**config.mk**
```make
export PLATFORM = sky130hd
export DESIGN_NAME = cpu_datapath
export DESIGN_NICKNAME = d
export VERILOG_FILES = /design/src/rtl/cpu_datapath.sv
export SDC_FILE = /design/constraint.sdc
export NUM_CORES = 1
export LEC_CHECK = 0
export CAP_MARGIN = 20
export CORE_UTILIZATION = 60
export CTS_CLUSTER_DIAMETER = 100
export DETAILED_ROUTE_END_ITERATION = 16
export HOLD_SLACK_MARGIN = 0.08
export PLACE_DENSITY = 0.8
export SLEW_MARGIN = 20
export SYNTH_ARGS = -nofsm -noshare
export SYNTH_HDL_FRONTEND = slang
export SYNTH_SLANG_ARGS = --single-unit
```
**constraint.sdc**
```tcl
create_clock -name CLK -period 4.4 [get_ports CLK]
set_input_delay 0.44 -clock CLK [delete_from_list [all_inputs] [get_ports CLK]]
set_output_delay 0.44 -clock CLK [all_outputs]
set_load 0.02 [all_outputs]
```
**src/rtl/cpu_datapath.sv**
```systemverilog
// cpu_datapath: 8-bit accumulator datapath with PC, IR, register file, ALU and Z/C flags
module cpu_datapath #(
  parameter int DW   = 8,
  parameter int AW   = 8,
  parameter int NREG = 16
) (
  input  logic          CLK,
  input  logic          CLB,
  input  logic          LoadIR,
  input  logic          IncPC,
  input  logic          SelPC,
  input  logic          LoadPC,
  input  logic          LoadReg,
  input  logic          LoadAcc,
  input  logic [1:0]    SelAcc,
  input  logic [3:0]    SelALU,
  input  logic [DW-1:0] InstrIn,
  output logic [AW-1:0] PCAddr,
  output logic [7:0]    Opcode,
  output logic          Z,
  output logic          C,
  output logic [DW-1:0] AccOut
);
  localparam int RW = $clog2(NREG);
  logic [AW-1:0] r_pc;
  logic [DW-1:0] r_ir, r_acc;
  logic          r_z, r_c;
  logic [DW-1:0] r_regs [NREG];
  logic [DW-1:0] w_b, w_res, w_acc_src, w_pc_src;
  logic          w_co;
  logic [DW:0]   w_sum, w_dif;
  assign w_b       = r_regs[r_ir[RW-1:0]];
  assign w_sum     = {1'b0, r_acc} + {1'b0, w_b};
  assign w_dif     = {1'b0, r_acc} - {1'b0, w_b};
  assign w_acc_src = SelAcc == 2'b00 ? '0 : SelAcc == 2'b01 ? InstrIn : SelAcc == 2'b10 ? w_res : w_b;
  assign w_pc_src  = SelPC ? InstrIn : w_b;
  assign PCAddr    = r_pc;
  assign Opcode    = 8'(r_ir);
  assign Z         = r_z;
  assign C         = r_c;
  assign AccOut    = r_acc;
  // ALU: A = Acc, B = Reg[IR]; the top bit of the subtract is the borrow
  always_comb begin
    w_res = r_acc;
    w_co  = 1'b0;
    case (SelALU)
      4'h0: w_res = w_b;
      4'h2: {w_co, w_res} = w_sum;
      4'h3: {w_co, w_res} = w_dif;
      4'h4: w_res = ~(r_acc | w_b);
      4'h5: w_res = r_acc & w_b;
      4'h6: w_res = r_acc | w_b;
      4'h7: w_res = r_acc ^ w_b;
      default: w_res = r_acc;
    endcase
  end
  // State update; all sources read pre-edge values, LoadPC beats IncPC, flags move only on ALU loads
  always_ff @(posedge CLK) begin
    if (CLB) begin
      r_pc  <= '0;
      r_ir  <= '0;
      r_acc <= '0;
      r_z   <= 1'b0;
      r_c   <= 1'b0;
      for (int i = 0; i < NREG; i++) r_regs[i] <= '0;
    end else begin
      if (LoadIR) r_ir <= InstrIn;
      if (LoadPC) r_pc <= AW'(w_pc_src);
      else if (IncPC) r_pc <= r_pc + 1'b1;
      if (LoadReg) r_regs[r_ir[RW-1:0]] <= r_acc;
      if (LoadAcc) r_acc <= w_acc_src;
      if (LoadAcc && SelAcc == 2'b10) begin
        r_z <= w_res == '0;
        r_c <= w_co;
      end
    end
  end
endmodule

```
; Word level (Yosys, flattened, before mapping)
; Memories as Yosys holds them, arrays and structs flattened. A register that Yosys moved wholly into a read port is not among the register bits.
; Cells that the tools add are included.
[word_totals]
elab_cells = 45
output_inout_bits = 26
register_bits = 26
mem_count = 1
inputBits = 22
ramBits = 128
[classes]
add_sub_neg = 3
bitwise_logic = 4
n_mux = 18
n_eq_ne = 8
n_reduce_logical = 6
[mem_list]
columns = memory, depth, word_bits, read_ports, rd_ports_with_merged_regs, wr, line_no
row1 = r_regs, 16, 8, 1, 1, 16, 28  ; logic [DW-1:0] r_regs [NREG];
[op_table]
columns = cell, n
row1 = 8-bit two-way mux, 7
row2 = 8-bit case mux with 7 select lines, 1
row3 = "4-bit by 3-bit == test with 1-bit output, second input constant", 4
row4 = 4-bit two-way mux, 3
row5 = 8-bit by 8-bit adder with 9-bit output, 1
row6 = 8-bit by 8-bit subtractor with 9-bit output, 1
row7 = "8-bit by 1-bit adder with 8-bit output, second input constant", 1
row8 = 8-bit AND, 1
row9 = "4-bit by 2-bit == test with 1-bit output, second input constant", 2
row10 = 8-bit zero test, 1
row11 = 8-bit inverter, 1
row12 = 8-bit bitwise OR, 1
row13 = 8-bit OR reduction, 1
row14 = 8-bit bitwise XOR, 1
row15 = 1-bit two-way mux, 6
row16 = 4-bit zero test, 1
row17 = "2-bit by 1-bit == test with 1-bit output, second input constant", 1
row18 = "2-bit == test, second input constant", 1
row19 = 2-bit zero test, 1
row20 = 1-bit case mux with 2 select lines, 1
row21 = 2-bit nonzero test, 1
row22 = 1-bit logical AND, 1

; Depth between registers and ports, before layout
[depth]
word_depth = 6
ltp_mapped = 16
mapped_depth_nobuf = 14

; Worst setup path before layout
; Ideal clock, no wire load.
[synth_timing]
kind = reg2reg
startpoint = reg (tool-made name)
endpoint = reg r_z (netlist: Z)
path_slack_ps = 834
n_path_buf = 2
required_ps = 4316
arrival_time_ps = 3482
period_less_slack_ps = 3566
setup_ps = 84
path_stages_with_launch = 15
path_cell_list = dfxtp_1 > buf_6 > buf_6 > mux4_2 > a22oi_2 > nand2_1 > ha_1 > inv_1 > fa_1 > mux2i_1 > o32ai_1 > a2111oi_0 > a21oi_1 > or4b_1 > o31ai_2
[synth_lines]
columns = item, line_no
row1 = "end signal, assigned", 63  ; r_z <= 1'b0;
row2 = "end signal, assigned", 73  ; r_z <= w_res == '0;
row3 = "end, declared", 27  ; logic r_z, r_c;

==> out/results.ini <==
[grt]
grt_pass1_wl_mm=37.71
top_usage_layer=met2
grtUsageMet2=0.5467
gr-total-overflow=0
met3_usage=0.07621
met1_usage=0.4596
track_usage=0.3473
grt_max_degree=37
first_global_vias=6694
antenna_found_initial=0

[place]
place_area_um2=9389
portBuffers=47
pre_cts_slack_ps=258.2
place_congestion=0.9267
post-dp-hpwl_mm=16.54

[worst_hold_path]
holdPathStages=2
hp-start=Opcode[4]
min_path_type=reg -> reg
min_to=Opcode[4]

[critical_path]
worstPathCellList=buf_12, mux2i_1, a221oi_1, o21ai_1, nand2_1, ha_1, inv_1, fa_1, nand2b_1, a211oi_1, or4b_2, a31oi_1, o32ai_1, nand4_1, o31ai_2
reg2regPathDepth=15
r2r_end=Z
r2r_slack_ps=210
path_delay_family=compound AO/OA/AOI/OAI gates
critical-path-max-stage-delay_ps=500
cp.arrival_ps=4540
path_max_fanout=33
critical_path_class=reg -> reg
start_kind=register
cp_num_buf_inv=2
cp.required_ps=4750
critPathCaptureType=register
cp_slowest_cell=o32ai_1

[timing]
fin_crit_ps=4189
skew_ps=7.977
slew_violations=0
layout_worst_path_cycle_share=0.9521
rsz0062_at_grt=false
setup_viol=0
hold_violations=0
setup-tns-final_ps=0
maxSlewHeadroom=0.4466
worst_slew_pin_slew_ps=824.6
max_freq_ghz=0.2387
setup_ws_ps=210.7

[synth]
synth_area_per_cell_um2=11.29
ys_seq_area_frac=0.5120
ys_types=64
syn_nets=818
synth_enable_flop_cells=128
synth_flop_cell=edfxtp_1
synth_cells=769
synthArstFlopShare=0
synth-seq-cells=158
yosysWarnings=0
syn_area_um2=8680

[route]
via_count=6946
drc=0
dr.pass1.iters=8
ant_nets=0
first_iter_violations=838
post_drt_wl_per_cell_um=24.80
vias_per_cell=6.988
wl_mm=24.65

[power]
finalPower_mw=3.830
sequentialPowerShare=0.451
clockPowerShare=0.366
intPower_mw=2.768
power.leakage_nw=3.370
p_sw_mw=1.062
pwr-share-comb=0.182
switching_share=0.2772
ir_worst_vdd_uv=369.9
power_density_nw_per_um2=385.2

[floorplan]
io_pins=48
die_h_um=122.3
initial_utilization=0.6205
placementRows=43
core_area_um2=13990
die_x_um=122.3
die-area_um2=14950

[cells_and_area]
final-seq-area_um2=4446
areaGrowthSynthToFinish_pct=14.55
fin_area_um2=9942
multiInputGateArea_um2=3811
utilization=0.7107
fill_cells=973
n_antenna_cell=0
layout.nets=851
drive_above_1_share=0.1400

[cts]
cts_hold_buf=0
cts_setup_buffers=0
cts.sinks=158
clkTransAtPathRegs_ps=60
htree_levels=4
clkLatencyLatePin_ps=430
clk_path_buf_depth=2
ctsResizeCount=0
clock-root-buffer=clkbuf_16
cts_tree=built
cts_buffers=17

[job]
max_cap_violations=0

[outcome]
status=completed

[state kept, by name (all words and copies together), names as in the netlist, named ones only]
name,count
r_regs,128
AccOut,8
Opcode,8
PCAddr,8
C,1
Z,1
[logic make-up after synthesis]
logic type               after synthesis  share of synthesized area
XOR/XNOR                              11                    0.01110
AO/OA/AOI/OAI                        147                     0.1165
adder cells (fa/ha/maj)               27                    0.04065
AND/OR/NAND/NOR                      260                     0.1551
buffers and inverters                104                    0.04887
multiplexers                          62                     0.1158
flip-flops                           158                     0.5120
[cell usage in the layout (no fill, tap or decap), drive strengths merged, types with 4 or more instances in the layout]
| cell | instances |
|---|---|
| clkbuf | 17 |
| or3 | 4 |
| xor2 | 4 |
| o21ai | 30 |
| nand4 | 4 |
| a21o | 4 |
| o211ai | 5 |
| nand2 | 25 |
| nand3b | 4 |
| nor2 | 45 |
| nor3 | 102 |
| nor2b | 9 |
| a311oi | 4 |
| a2111oi | 5 |
| ha | 25 |
| a22oi | 15 |
| nor4 | 34 |
| a31oi | 6 |
| clkinv | 19 |
| xnor2 | 7 |
| nand3 | 7 |
| clkdlybuf4s50 | 47 |
| o31ai | 5 |
| inv | 20 |
| edfxtp | 128 |
| mux2 | 7 |
| a21oi | 25 |
| mux2i | 25 |
| nand2b | 13 |
| a211oi | 20 |
| a2bb2oi | 4 |
| mux4 | 30 |
| buf | 42 |
| dfxtp | 30 |
[cell usage after synthesis, types with 9 or more instances]
cell,count,area share
inv_1,20,0.0086
mux4_2,30,0.078
edfxtp_1,128,0.44
a21oi_1,25,0.014
a22oi_1,14,0.012
nor2_1,45,0.019
o21ai_0,26,0.015
dfxtp_1,30,0.069
mux2i_1,25,0.029
a211oi_1,20,0.017
nor2b_1,9,0.0065
nand2b_1,13,0.0094
nor3_1,102,0.059
clkinv_1,9,0.0039
clkbuf_1,60,0.026
nor4_1,34,0.025
nand2_1,25,0.011
ha_1,25,0.036
[layer usage]
metal / share of wire / wire length, um
met3: 0.10 / 2533
met4: 0.033 / 823
met5: 0 / 0
met2: 0.49 / 12030
met1: 0.38 / 9267
[worst register-to-register path, stage by stage (launching register included)]
cell and delay, ps:
dfxtp_2 340, buf_12 260, mux2i_1 140, a221oi_1 480, o21ai_1 230, nand2_1 170
ha_1 190, inv_1 70, fa_1 410, nand2b_1 190, a211oi_1 450, or4b_2 210
a31oi_1 70, o32ai_1 500, nand4_1 190, o31ai_2 200
[worst max path at each step]
stage             start        end  slack, ps  depth (start not counted)
6_report       register          Z        210                         15
5_1_grt        register          Z         40                         13
4_1_cts        register          Z        220                         15
3_5_place_dp   register          Z        260                         15
3_3_place_gp   register  AccOut[6]        300                         15
2_1_floorplan  register          Z        830                         14
[final cells by class]
type	instances	share of cell area
Multi-Input combinational cell	507	0.3833
Tap cell	180	0.02265
Timing Repair Buffer	89	0.08029
Clock inverter	14	0.01284
Sequential cell	158	0.4471
Inverter	29	0.01095
Clock buffer	17	0.04279
[per-stage QoR]
step	hold WS, ps	std cells
after floorplan	559.6	769
after global routing	533.1	994
after global placement	477.3	963
after detailed placement	488.9	963
final	508.3	994
after CTS	511.3	994
[power by group through the flow]
stage | registers (mW) | logic [mW] | clock network (mW)
6_report | 1.73 | 0.698 | 1.40
5_1_grt | 1.73 | 0.743 | 1.46
4_1_cts | 1.73 | 0.683 | 1.40
3_5_place_dp | 1.76 | 0.678 | 0
3_3_place_gp | 1.75 | 0.661 | 0
2_1_floorplan | 1.75 | 0.438 | 0
(Power assumes the default switching activity.)
